==> config.mk <==
export PLATFORM = sky130hd
export DESIGN_NAME = vga_sync_tracker
export DESIGN_NICKNAME = d
export VERILOG_FILES = /design/src/rtl/vga_sync_tracker.sv
export SDC_FILE = /design/constraint.sdc
export NUM_CORES = 1
export LEC_CHECK = 0
export CAP_MARGIN = 10
export CORE_ASPECT_RATIO = 1.25
export CORE_MARGIN = 2
export CORE_UTILIZATION = 45
export CTS_BUF_LIST = sky130_fd_sc_hd__clkbuf_8
export DETAILED_ROUTE_END_ITERATION = 16
export GPL_TIMING_DRIVEN = 0
export HOLD_SLACK_MARGIN = 0.08
export PLACE_DENSITY = 0.77
export SLEW_MARGIN = 15
export SYNTH_ARGS = -nofsm -noshare
export SYNTH_HDL_FRONTEND = slang
export SYNTH_SLANG_ARGS = --single-unit
==> constraint.sdc <==
create_clock -name clk -period 3.93 [get_ports clk]
set_input_delay 0.393 -clock clk [delete_from_list [all_inputs] [get_ports clk]]
set_output_delay 0.393 -clock clk [all_outputs]
set_load 0.01 [all_outputs]
==> src/rtl/vga_sync_tracker.sv <==
// Receive-side VGA timing tracker: measures line and frame length from active-low
// syncs, declares lock once both are stable, and regenerates pixel coordinates.
module vga_sync_tracker #(
    parameter int H_OFF      = 46,
    parameter int V_OFF      = 12,
    parameter int H_ACTIVE   = 640,
    parameter int V_ACTIVE   = 480,
    parameter int LOCK_LINES = 4
) (
    input  logic       clk,
    input  logic       reset,
    input  logic       vga_h_sync,
    input  logic       vga_v_sync,
    output logic       locked,
    output logic [9:0] line_len,
    output logic [9:0] frame_lines,
    output logic [9:0] pix_x,
    output logic [8:0] pix_y,
    output logic       in_display,
    output logic       sync_err
);

    localparam int               HM_W     = $clog2(LOCK_LINES + 1);
    localparam logic [HM_W-1:0]  LOCK_CNT = HM_W'(LOCK_LINES);
    localparam logic [9:0]       CNT_MAX  = 10'd1023;
    localparam logic [9:0]       H_OFF_W  = 10'(H_OFF);
    localparam logic [8:0]       V_OFF_W  = 9'(V_OFF);
    localparam logic [10:0]      H_START  = 11'(H_OFF);
    localparam logic [10:0]      H_END    = 11'(H_OFF + H_ACTIVE);
    localparam logic [10:0]      V_START  = 11'(V_OFF);
    localparam logic [10:0]      V_END    = 11'(V_OFF + V_ACTIVE);

    logic            r_hs_prev;
    logic            r_vs_prev;
    logic [9:0]      r_h_cnt;
    logic [9:0]      r_v_cnt;
    logic [9:0]      r_line_len;
    logic [9:0]      r_frame_lines;
    logic [HM_W-1:0] r_h_match;
    logic            r_frame_valid;
    logic            r_locked;
    logic            r_sync_err;

    logic            w_hs_fall;
    logic            w_vs_fall;
    logic [10:0]     w_h_len;
    logic            w_line_ok;
    logic            w_h_err;
    logic            w_v_err;
    logic            w_hs_lost;
    logic            w_frame_match;
    logic            w_lose;
    logic            w_acquire;

    // Edges are taken against the live input so a sync edge acts in the cycle it arrives.
    assign w_hs_fall     = r_hs_prev & ~vga_h_sync;
    assign w_vs_fall     = r_vs_prev & ~vga_v_sync;

    // Line length is compared at 11 bits so a saturated counter never aliases a valid length.
    assign w_h_len       = {1'b0, r_h_cnt} + 11'd1;
    assign w_line_ok     = (w_h_len == {1'b0, r_line_len});
    assign w_h_err       = w_hs_fall & ~w_line_ok;
    assign w_v_err       = w_vs_fall & (r_v_cnt != r_frame_lines);
    assign w_hs_lost     = (r_h_cnt == CNT_MAX);
    assign w_frame_match = w_vs_fall & r_frame_valid & (r_v_cnt == r_frame_lines);
    assign w_lose        = r_locked & (w_h_err | w_v_err | w_hs_lost);
    assign w_acquire     = ~r_locked & w_frame_match & (r_h_match == LOCK_CNT)
                         & ~w_h_err & ~w_hs_lost;

    always_ff @(posedge clk) begin
        if (reset) begin
            r_hs_prev     <= 1'b1;
            r_vs_prev     <= 1'b1;
            r_h_cnt       <= '0;
            r_v_cnt       <= '0;
            r_line_len    <= '0;
            r_frame_lines <= '0;
            r_h_match     <= '0;
            r_frame_valid <= 1'b0;
            r_locked      <= 1'b0;
            r_sync_err    <= 1'b0;
        end else begin
            // NOTE: non-blocking throughout, so every test below sees pre-edge state.
            r_hs_prev  <= vga_h_sync;
            r_vs_prev  <= vga_v_sync;
            r_sync_err <= w_lose;

            if (w_hs_fall) begin
                r_h_cnt    <= '0;
                r_line_len <= w_h_len[9:0];
                if (w_line_ok)
                    r_h_match <= (r_h_match == LOCK_CNT) ? LOCK_CNT : r_h_match + 1'b1;
                else
                    r_h_match <= '0;
            end else if (r_h_cnt != CNT_MAX) begin
                r_h_cnt <= r_h_cnt + 10'd1;
            end

            // Frame start takes priority over the line increment on a shared edge.
            if (w_vs_fall) begin
                r_v_cnt       <= '0;
                r_frame_lines <= r_v_cnt;
                r_frame_valid <= 1'b1;
            end else if (w_hs_fall && (r_v_cnt != CNT_MAX)) begin
                r_v_cnt <= r_v_cnt + 10'd1;
            end

            if (w_lose) begin
                r_locked  <= 1'b0;
                r_h_match <= '0;
            end else if (w_acquire) begin
                r_locked <= 1'b1;
            end
        end
    end

    assign locked      = r_locked;
    assign sync_err    = r_sync_err;
    assign line_len    = r_line_len;
    assign frame_lines = r_frame_lines;
    assign pix_x       = r_h_cnt - H_OFF_W;
    assign pix_y       = r_v_cnt[8:0] - V_OFF_W;
    assign in_display  = r_locked
                       && ({1'b0, r_h_cnt} >= H_START) && ({1'b0, r_h_cnt} < H_END)
                       && ({1'b0, r_v_cnt} >= V_START) && ({1'b0, r_v_cnt} < V_END);

endmodule

After elaboration in Yosys (flattened, before gate mapping)

Cells that the tools add are included.

RAM bits: 0
Output and inout port bits: 42
Flip-flop bits (word level): 48
Word-level logic and storage cells: 56
Bits in latches: 0
Bits of input ports: 4
Memories kept: 0
Bits in read-only memories: 0

Equal/unequal tests: 7
Shift-type cells: 0
Reductions and logical operators: 8
Multiply operators: 0
Add/sub/neg operators: 6
Bitwise gates (word level): 19
Divide/modulo/power cells: 0
Order comparisons: 4
Multiplexer cells: 2

Operator list:

| operator                                                                             | count |
|---|---|
| 10-bit by 1-bit adder with 10-bit output, second input constant                      | 2 |
| 10-bit != test, second input constant                                                | 2 |
| 10-bit by 1-bit adder with 11-bit output, second input constant                      | 1 |
| 1-bit AND                                                                            | 11 |
| 11-bit by 10-bit == test with 1-bit output                                           | 1 |
| 10-bit == test                                                                       | 1 |
| 10-bit == test, second input constant                                                | 1 |
| 10-bit by 4-bit greater-or-equal comparator with 1-bit output, second input constant | 1 |
| 10-bit by 6-bit greater-or-equal comparator with 1-bit output, second input constant | 1 |
| 10-bit < comparator, second input constant                                           | 1 |
| 10-bit by 9-bit < comparator with 1-bit output, second input constant                | 1 |
| 10-bit != test                                                                       | 1 |
| 10-bit by 6-bit subtractor with 10-bit output, second input constant                 | 1 |
| 9-bit by 4-bit subtractor with 9-bit output, second input constant                   | 1 |
| 3-bit two-way mux                                                                    | 2 |
| 1-bit inverter                                                                       | 6 |
| 2-bit OR reduction                                                                   | 3 |
| 1-bit logical AND                                                                    | 5 |
| 3-bit by 1-bit adder with 3-bit output, second input constant                        | 1 |
| 3-bit == test, second input constant                                                 | 1 |
| 1-bit OR                                                                             | 2 |

Logic depth before layout (Yosys ltp)

Word-level depth: 8
Gate-level depth with buffers: 8
Mapped depth without buffers: 7

Worst setup path before layout

No wires, ideal clock.

Kind: flip-flop to flip-flop
From: reg r_h_cnt[2]
To: reg r_h_match[2]
Setup time: 0.100 ns
Stages on the path, launching flop included: 8
Required time: 3.830 ns
Path slack: 1.353 ns
Buffers on the path: 0
Clock period less this slack: 2.577 ns
Data arrival time: 2.478 ns
Path through: dfxtp_1 -> ha_1 -> nand3_1 -> or3_1 -> and2_4 -> a221o_1 -> or4b_4 -> a2111oi_4

Longest elaborated chain between the ends: 8
Elaborated cells on any way between the ends: 10
Classes of those cells: add/sub (1); eq/ne (2); mux (1); bitwise (5); reduce/logical (1)

Ends and longest elaborated chain:

| what                                       | RTL line | source |
|---|---|---|
| start, declared                            | 35       | `logic [9:0] r_h_cnt;` |
| start signal, assigned                     | 96       | `r_h_cnt <= r_h_cnt + 10'd1;` |
| 10-bit by 1-bit adder with 11-bit output   | 60       | `assign w_h_len = {1'b0, r_h_cnt} + 11'd1;` |
| 11-bit by 10-bit == test with 1-bit output | 61       | `assign w_line_ok = (w_h_len == {1'b0, r_line_len});` |
| 1-bit inverter                             | 62       | `assign w_h_err = w_hs_fall & ~w_line_ok;` |
| 1-bit AND                                  | 62       |  |
| 1-bit OR (2 in a row)                      | 66       | `assign w_lose = r_locked & (w_h_err \| w_v_err \| w_hs_lost);` |
| 1-bit AND                                  | 66       |  |
| 2-bit OR reduction (no source line)        | n/a      |  |
| end signal, assigned                       | 92       | `r_h_match <= (r_h_match == LOCK_CNT) ? LOCK_CNT : r_h_match + 1'b1;` |
| end, declared                              | 39       | `logic [HM_W-1:0] r_h_match;` |

Parallel ways exist; a longest one is shown, timed or not.
A chain may end at the register's enable or synchronous reset.

Final worst setup path

From: reg r_h_cnt[3]
To: out in_display

Longest elaborated chain between the ends: 5
Elaborated cells on any way between the ends: 6
Classes of those cells: order compare (2); reduce/logical (4)

Ends and longest elaborated chain:

| what                                                          | RTL line | source |
|---|---|---|
| 10-bit by 6-bit greater-or-equal comparator with 1-bit output | 124      | `&& ({1'b0, r_h_cnt} >= H_START) && ({1'b0, r_h_cnt} < H_END)` |
| 1-bit logical AND                                             | 124      |  |
| 1-bit logical AND *                                           | 124      |  |
| 1-bit logical AND * (2 in a row)                              | 125      | `&& ({1'b0, r_v_cnt} >= V_START) && ({1'b0, r_v_cnt} < V_END);` |
| end, declared                                                 | 19       | `output logic in_display,` |

Mark *: on every way between the ends. The rest lies on a longest branch, timed or not.

==> run metrics <==
minimum clock period=3.157 ns; Leak=roughly 1.2 nW; Crit Path Category=reg -> out; RSZ-0062 raised after global routing=no; cell area after synthesis=2631 um2; first-pass GRT wire length=10,340 um; number of synthesized flops with an enable pin=0; relative slew slack=0.4929; R2R depth=7; Num CTS Buffers=5; hold_sp=frame_lines[1]; share of layout cells above drive strength 1=0.07084; Hold Crit Class=reg -> reg; post-synthesis cell type count=49; Post-Syn Nets=between 300 and 400; Congestion Overflow GR=0; hold buffers post-CTS=0; Final nets=377; worst path required time=3.54 ns; initial antenna violation count=0; die area=approximately 6500 um2; Root Driver=clkbuf_8; asr flop ratio synth=0; DRT Wirelength=6259 um; CP arrival=2.76 ns; antenna-violating nets left=0; final std cells w/o fill=approximately 430; syn_area_per_cell=8.353 um2; setup slack at placement=roughly 1.1 ns; status=finished, final reports clean; die height=just under 90 um; Peak Freq=316.8 MHz; Clock Skew=0.007626 ns; last weighted congestion value of the routability-driven placer=0.8934; CTS tree=done; Final HPWL DP=between 4000 and 5000 um; routed vias/inst=5.564; DRT iter0 DRCs=135; maximum buffer depth of the clock tree=2; CP max FO=10; largest net degree at the start of global routing=15; routed vias=about 2,400; peak supply drop=162.7 uV; Global Route Usage Sum=0.1987; Starting Density=0.4584; Post-CTS Setup Repair Bufs=0; Reg2Reg Launch Point=r_h_cnt[2]; Max Cap Viol=0; Port Buffers=44; drt wl/cell=14.45 um; number of global-route vias before repair=2,266; Clock Sink Count=48; Final Setup Violations=0; CP Capture Type=output port; sequential-to-total area share from yosys stat=0.3652; hold violation total from the final report=0; Core Region=~5700 um2; crit path launch type=flop; Hold Crit Depth=2; yosys warns=0; crit share post-route=0.8033; DRC=0; drt pass-1 iters=4; CP Launch Point=r_h_cnt[3]; worst-skew pair later-pin latency=~0.30 ns; Clk pin slew, worst setup/hold paths=0.09 ns; io pins=46; Area growth syn-to-layout=24.68%; Final TNS setup=0 ns; dpl cells=between 400 and 500; Inserted Diodes=0; htree depth=2; Std-Cell Rows=31; DIE WIDTH=around 72 um; Slew Limit Fails=0; final worst slack=0.7731 ns; Main synth FF type=dfxtp_1; # resized after CTS=0; Slew @ Worst Pin=0.7571 ns; Mapped Cells=roughly 320; Cell Pwr Density=307.1 nW/um2; Synth Register Bits=48
==> power breakdown <==
group	internal [mW]	leakage [nW]	switching (mW)	total, mW
Sequential	0.498	0.390	0.0121	0.510
Clock	0.225	0.0645	0.166	0.391
Combinational	0.0482	0.721	0.0587	0.107
==> critical path, stage by stage (launching register included) <==
cell and delay (ns):
dfxtp_1 0.31, buf_4 0.17, and3_1 0.21, o21ai_0 0.42, nand2b_1 0.12, a21oi_1 0.17, a21oi_1 0.11, nor4b_1 0.37
clkdlybuf4s50_1 0.61
==> through the flow <==
| step | power (mW) | utilization | cell area, um2 | hold slack (ns) |
|---|---|---|---|---|
| after floorplan | 0.5852 | - | 2631 | 0.4402 |
| after global placement | 0.6245 | 0.5495 | 3154 | 0.4657 |
| after detailed placement | 0.6271 | 0.5495 | 3154 | 0.4733 |
| after CTS | 1.010 | 0.5715 | 3281 | 0.4931 |
| after global routing | 1.043 | 0.5715 | 3281 | 0.5127 |
| final | 1.007 | 0.5715 | 3281 | 0.4937 |
==> placed cells by master (no fill, tap or decap), types with 2 or more instances in the layout <==
cell type / count
clkdlybuf4s50_1: 44
and3_1: 4
nand2b_1: 6
xnor2_1: 24
ha_1: 7
dfxtp_1: 48
nor2b_1: 3
a41o_1: 2
or2_2: 3
nand3_1: 7
a31oi_1: 2
a21oi_1: 32
nor2_1: 30
o21a_1: 2
clkbuf_8: 7
o21ai_0: 8
nor4_1: 2
buf_4: 4
nor3b_1: 3
a41oi_1: 2
nand2_1: 34
or3_1: 5
nand4_1: 7
a211oi_1: 8
buf_6: 2
xor2_1: 19
inv_1: 9
o32ai_1: 2
clkbuf_1: 17
buf_2: 2
==> Yosys cell counts, drive strengths merged, types with 8 or more instances <==
cell type | instances | area (um2)
dfxtp | 48 | 960.9
nand2 | 34 | 127.6
a21oi | 32 | 160.2
nor2 | 30 | 112.6
xnor2 | 24 | 210.2
xor2 | 19 | 166.4
clkbuf | 17 | 63.81
buf | 9 | 77.57
inv | 9 | 33.78
a211oi | 8 | 60.06
nand3 | 8 | 52.55
o21ai | 8 | 40.04
==> flip-flops by register name (all words and copies together) (netlist names) <==
signal         count
line_len          10
sync_err           1
r_vs_prev          1
frame_lines       10
r_frame_valid      1
r_h_cnt           10
r_v_cnt           10
r_hs_prev          1
locked             1
r_h_match          3
==> layout make-up <==
| cell class | instances | area (um2) |
|---|---|---|
| inverter | 9 | 33.78 |
| sequential | 48 | 960.9 |
| buffer | 26 | 141.4 |
| timing repair buffer | 44 | 440.4 |
| clock buffer | 7 | 96.34 |
| clock inverter | 1 | 30.03 |
| multi-input combinational | 232 | 1495 |
| fill | 551 | 2460 |
| tap | 66 | 82.58 |
==> routing by layer <==
metal	GRT usage	wire, um	vias up
li1	-	-	1179
met1	0.2481	2756	1141
met2	0.3478	3046	74
met3	0.03269	304	15
met4	0.06734	151	0
met5	0	0	-
==> cell families after synthesis <==
group           after synthesis  synth area share
simple gates                111            0.2111
buf+inv                      35           0.06657
compound gates               70            0.1769
flops                        48            0.3652
mux                           1          0.003804
xor+xnor                     43            0.1431
fa+ha+maj                     7           0.03328
==> path summary, 6_finish.rpt <==
| kind | endpoint | slack, ns |
|---|---|---|
| setup / recovery | in_display | 0.77 |
| hold / removal | frame_lines[1] | 0.49 |
| setup reg to reg | r_h_match[2] | 1.05 |
| hold reg to reg | frame_lines[1] | 0.49 |
(Power assumes the default switching activity.)
